[src/rtl/mult_unit.sv]
// Iterative radix-2 shift-add multiplier producing a 2*WIDTH-bit HI/LO product.
// Signed operands are multiplied as magnitudes and the product is negated at the end.
module mult_unit #(
  parameter int WIDTH = 32
) (
  input  logic             clock,
  input  logic             reset,
  input  logic             start,
  input  logic             is_signed,
  input  logic [WIDTH-1:0] input_a,
  input  logic [WIDTH-1:0] input_b,
  output logic             busy,
  output logic             done,
  output logic [WIDTH-1:0] hi,
  output logic [WIDTH-1:0] lo
);

  localparam int CW = $clog2(WIDTH);

  typedef enum logic [1:0] {
    IDLE,
    RUN,
    FINISH
  } state_e;

  state_e             state_q, state_d;
  logic [WIDTH-1:0]   mcand_q, mcand_d;
  logic [WIDTH-1:0]   mplier_q, mplier_d;
  logic [WIDTH-1:0]   acc_q, acc_d;
  logic [WIDTH-1:0]   hi_q, hi_d;
  logic [WIDTH-1:0]   lo_q, lo_d;
  logic               neg_q, neg_d;
  logic [CW-1:0]      count_q, count_d;

  logic               accept;
  logic               last_iter;
  logic [WIDTH-1:0]   mag_a, mag_b;
  logic [WIDTH:0]     sum;
  logic [2*WIDTH-1:0] product;
  logic [2*WIDTH-1:0] result;

  // |most-negative| wraps to itself, which is the correct unsigned magnitude.
  assign mag_a     = (is_signed && input_a[WIDTH-1]) ? -input_a : input_a;
  assign mag_b     = (is_signed && input_b[WIDTH-1]) ? -input_b : input_b;
  assign accept    = start && (state_q == IDLE || state_q == FINISH);
  assign last_iter = (count_q == CW'(WIDTH - 1));
  assign sum       = {1'b0, acc_q} + {1'b0, (mplier_q[0] ? mcand_q : '0)};
  assign product   = {sum, mplier_q[WIDTH-1:1]};
  assign result    = neg_q ? -product : product;

  // NOTE: sequential state uses non-blocking assignments only, so every flop
  // samples the pre-edge value of every other flop regardless of statement order.
  always_ff @(posedge clock) begin
    if (reset) begin
      state_q  <= IDLE;
      mcand_q  <= '0;
      mplier_q <= '0;
      acc_q    <= '0;
      hi_q     <= '0;
      lo_q     <= '0;
      neg_q    <= 1'b0;
      count_q  <= '0;
    end else begin
      state_q  <= state_d;
      mcand_q  <= mcand_d;
      mplier_q <= mplier_d;
      acc_q    <= acc_d;
      hi_q     <= hi_d;
      lo_q     <= lo_d;
      neg_q    <= neg_d;
      count_q  <= count_d;
    end
  end

  // NOTE: every always_comb output gets a default first so no path infers a latch.
  always_comb begin
    state_d = state_q;
    unique case (state_q)
      IDLE:    if (start) state_d = RUN;
      RUN:     if (last_iter) state_d = FINISH;
      FINISH:  state_d = start ? RUN : IDLE;
      default: state_d = IDLE;
    endcase
  end

  always_comb begin
    mcand_d  = mcand_q;
    mplier_d = mplier_q;
    acc_d    = acc_q;
    hi_d     = hi_q;
    lo_d     = lo_q;
    neg_d    = neg_q;
    count_d  = count_q;
    if (accept) begin
      mcand_d  = mag_a;
      mplier_d = mag_b;
      neg_d    = (input_a[WIDTH-1] ^ input_b[WIDTH-1]) & is_signed;
      acc_d    = '0;
      count_d  = '0;
    end else if (state_q == RUN) begin
      // Right-shift the {carry, accumulator, multiplier} chain by one.
      acc_d    = sum[WIDTH:1];
      mplier_d = {sum[0], mplier_q[WIDTH-1:1]};
      count_d  = count_q + CW'(1);
      if (last_iter) begin
        hi_d = result[2*WIDTH-1:WIDTH];
        lo_d = result[WIDTH-1:0];
      end
    end
  end

  always_comb begin
    busy = (state_q == RUN);
    done = (state_q == FINISH);
    hi   = hi_q;
    lo   = lo_q;
  end

endmodule

[config.mk]
export PLATFORM = sky130hd
export DESIGN_NAME = mult_unit
export DESIGN_NICKNAME = d
export VERILOG_FILES = /design/src/rtl/mult_unit.sv
export SDC_FILE = /design/constraint.sdc
export NUM_CORES = 1
export LEC_CHECK = 0
export CORE_ASPECT_RATIO = 1.2
export CORE_MARGIN = 1.5
export CORE_UTILIZATION = 45
export DETAILED_ROUTE_END_ITERATION = 16
export PLACE_DENSITY_LB_ADDON = 0.3
export SYNTH_ARGS = -nofsm -noshare
export SYNTH_HDL_FRONTEND = slang
export SYNTH_SLANG_ARGS = --single-unit
[constraint.sdc]
create_clock -name clock -period 11 [get_ports clock]
set_clock_uncertainty 0.15 [all_clocks]
set_input_delay 1.65 -clock clock [delete_from_list [all_inputs] [get_ports clock]]
set_output_delay 1.65 -clock clock [all_outputs]
set_load 0.01 [all_outputs]
==> summary.md <==
| Metric | Value |
|---|---|
| Area post-placement | `0.01244 mm²` |
| Critical path's slowest cell | `dfxtp_1` |
| P_sw | `0.4468 mW` |
| Critical path capture point type | `register` |
| Cell Rows | `62` |
| Routed vias/inst | `5.876` |
| Sequential share of power | `42.6%` |
| Startpoint Class | `register` |
| Multiplexer share of the synthesized area | `0.2831%` |
| DP HPWL | `23.69 mm` |
| Clock power frac | `41.2%` |
| Initial DRC count | `842` |
| Post-layout minimum cycle time | `4.904 ns` |
| FF+latch area | `0.003364 mm²` |
| Crit path cell chain | `and2_1, ha_1, inv_1, fa_1, nor2b_1, o221ai_1, a21oi_1, a211oi_1, xnor2_1, nor4_2, or4b_1, o41ai_1, xor2_1, a211oi_1` |
| First-pass GRT wire length | `50.65 mm` |
| Core box area | `0.02405 mm²` |
| H-tree levels | `4` |
| Final hold violation count | `0` |
| Total negative slack | `0 ns` |
| Slew Limit Fails | `0` |
| Synthesized area | `0.01105 mm²` |
| # nets final | `1618` |
| Worst-path clk slew | `0.07 ns` |
| Switch share | `29.01%` |
| Post-Synth Adder-Cell Area | `4.371%` |
| Mapped Nets | `1550` |
| Synth Area in XOR/XNOR | `10.07%` |
| Router iterations before antenna repair | `6` |
| Cell taking the most area after synthesis | `dfxtp_1` |
| WL/cell | `17.15 µm` |
| GRT Util Overall | `24.49%` |
| P&R area growth vs syn | `18.20%` |
| Pint | `1.093 mW` |
| Post-route cell area | `0.01306 mm²` |
| Routed Antenna Nets | `0` |
| Peak supply drop | `0.09284 mV` |
| DRC Markers | `0` |
| Layout Cells excl Fill | `1845` |
| Outcome | `completed` |
| Ant. Diodes | `0` |
| Asr flop ratio synth | `0%` |
| Final period utilization | `44.58%` |
| Main synth FF type | `dfxtp_1` |
| Cell mode on critical path | `a211oi_1` |
| Die footprint | `0.02551 mm²` |
| Final core occ | `54.31%` |
| Most frequent cells in the layout | `nand2_1, dfxtp_1, nor2_1` |
| Multi-input logic area | `0.007184 mm²` |
| Most common cell after layout, fill and taps aside | `nand2_1` |
| CP Max Fanout | `33` |
| Initial core utilization | `45.95%` |
| Post_cts resized | `0` |
| Critical path class | `reg2reg` |
| #FFs+latches synth | `168` |
| Simple-Gate Fraction of Synth Area | `24.26%` |
| Tightest Hold Check Type | `reg2reg` |
| Post-synth top area share | `30.44%` |
| GRT overflow | `0` |
| R2r setup slk | `6.10 ns` |
| Initial antenna violation count | `0` |
| Number of global-route vias before repair | `9742` |
| Final Setup Violations | `0` |
| Rel. slew slack | `16.89%` |
| Synth Area in Compound Gates | `25.91%` |
| Max incr delay on CP | `0.77 ns` |
| Ports | `134` |
| Port buffer count | `133` |
| GPL Wtd Cong | `0.9521` |
| Total number of vias | `10840` |
| Num CTS Buffers | `17` |
| CP required | `11.21 ns` |
| Largest family of logic cells by synthesized area | `compound AO/OA/AOI/OAI gates` |
| Placed cell count | `1813` |
| CTS max path bufs | `2` |
| Max Cap Viol | `0` |
| Die H | `174.7 µm` |
| Fillers | `2347` |
| DIE WIDTH | `146.0 µm` |
| Sequential area share after synthesis | `30.44%` |
| CP arrival | `5.11 ns` |
| Syn avg cell area | `7.652 µm²` |
| Slew @ Worst Pin | `1.245 ns` |
| Mapped Cells | `1444` |
| Number of synthesized flops with an enable pin | `0` |
| Clock sink count | `168` |
| Hold slack | `0.2999 ns` |
| Routed WL | `31.65 mm` |
| Power density over cell area | `117.9 mW/mm²` |
| Pleak | `4.788 nW` |
| Synth cell types | `86` |
| Yosys warns | `0` |
| Share of cells above drive strength 1 | `5.049%` |
| Post-CTS Setup Inserts | `0` |
| Clk_lat worst skew | `0.44 ns` |
| F_max | `0.2039 GHz` |
| Largest cells by area after synthesis | `dfxtp_1, a21oi_1, xor2_1` |
| Power share of the combinational group | `16.2%` |
| Largest net degree at the start of global routing | `96` |
| Post-CTS Hold Buffers | `0` |
| CTS tree | `built` |
| RSZ-0062 raised after global routing | `false` |
| Clock root buffer | `clkbuf_16` |
## layout make-up
| type | instances | share of cell area, % |
|---|---|---|
| clock buffer | 17 | 3.257 |
| clock inverter | 15 | 1.466 |
| inverter | 30 | 0.8622 |
| multi-input combinational | 1155 | 55.01 |
| sequential | 168 | 25.76 |
| tap | 320 | 3.066 |
| timing repair buffer | 140 | 10.58 |
## registers in the layout (all words and copies together), names as in the netlist
register and flops:
acc_q 32, count_q 5, hi 32, lo 32, mcand_q 32, mplier_q 32, neg_q 1, state_q 2
## power by group through the flow
| stage | Sequential, mW | Clock [mW] | Combinational, mW |
|---|---|---|---|
| final | 0.656 | 0.634 | 0.250 |
| after global routing | 0.659 | 0.668 | 0.276 |
| after CTS | 0.655 | 0.643 | 0.249 |
| after detailed placement | 0.669 | 0 | 0.247 |
| after global placement | 0.668 | 0 | 0.244 |
| after floorplan | 0.658 | 0 | 0.178 |
## cells by family (layout without fill, tap and decap cells)
logic type | Yosys count | after routing
xor+xnor | 127 | 127
fa+ha+maj | 38 | 38
buf+inv | 121 | 202
simple gates | 548 | 548
mux | 3 | 3
flops | 168 | 168
compound gates | 439 | 439
## final timing paths
| check | start | endpoint | cells after the start |
|---|---|---|---|
| setup / recovery | mplier_q[0] | hi[26] | 14 |
| hold / removal | hi[5] | hi[5] | 2 |
| setup reg to reg | mplier_q[0] | hi[26] | 14 |
| hold reg to reg | hi[5] | hi[5] | 2 |
## critical path: cells and delay by family, from the launching register on
family,cells,cell delay [ns]
adder cells (fa/ha/maj),2,0.58
AO/OA/AOI/OAI,5,1.41
flip-flops,1,0.77
XOR/XNOR,2,0.33
AND/OR/NAND/NOR,4,1.51
buffers and inverters,1,0.06
## per-stage QoR
stage,power [mW],worst slack [ns]
global placement,0.9117,6.257
detailed placement,0.9160,6.140
floorplan,0.8360,6.822
global route,1.603,5.699
finish,1.540,6.096
CTS,1.547,6.136
## cell usage after synthesis, types with 13 or more instances
| master | number |
|---|---|
| a211oi_1 | 79 |
| a21o_1 | 13 |
| a21oi_1 | 141 |
| a22oi_1 | 30 |
| and2_1 | 41 |
| clkbuf_1 | 75 |
| dfxtp_1 | 168 |
| ha_1 | 37 |
| inv_1 | 30 |
| nand2_1 | 180 |
| nand2b_1 | 14 |
| nand3_1 | 24 |
| nor2_1 | 153 |
| nor3_1 | 19 |
| nor4_1 | 16 |
| o21ai_0 | 64 |
| o31ai_1 | 21 |
| o41ai_1 | 17 |
| or3_1 | 20 |
| xnor2_1 | 48 |
| xor2_1 | 79 |
## metal layers
layer  global-route usage, %  wire (µm)  vias to the layer above
li1                        -          -                     5352
met1                   30.93      13890                     5106
met2                   42.10      15230                      313
met3                   3.081       1374                       70
met4                   10.35       1154                        0
met5                       0          0                        -
Note: power is estimated with default switching activity, not from simulation.
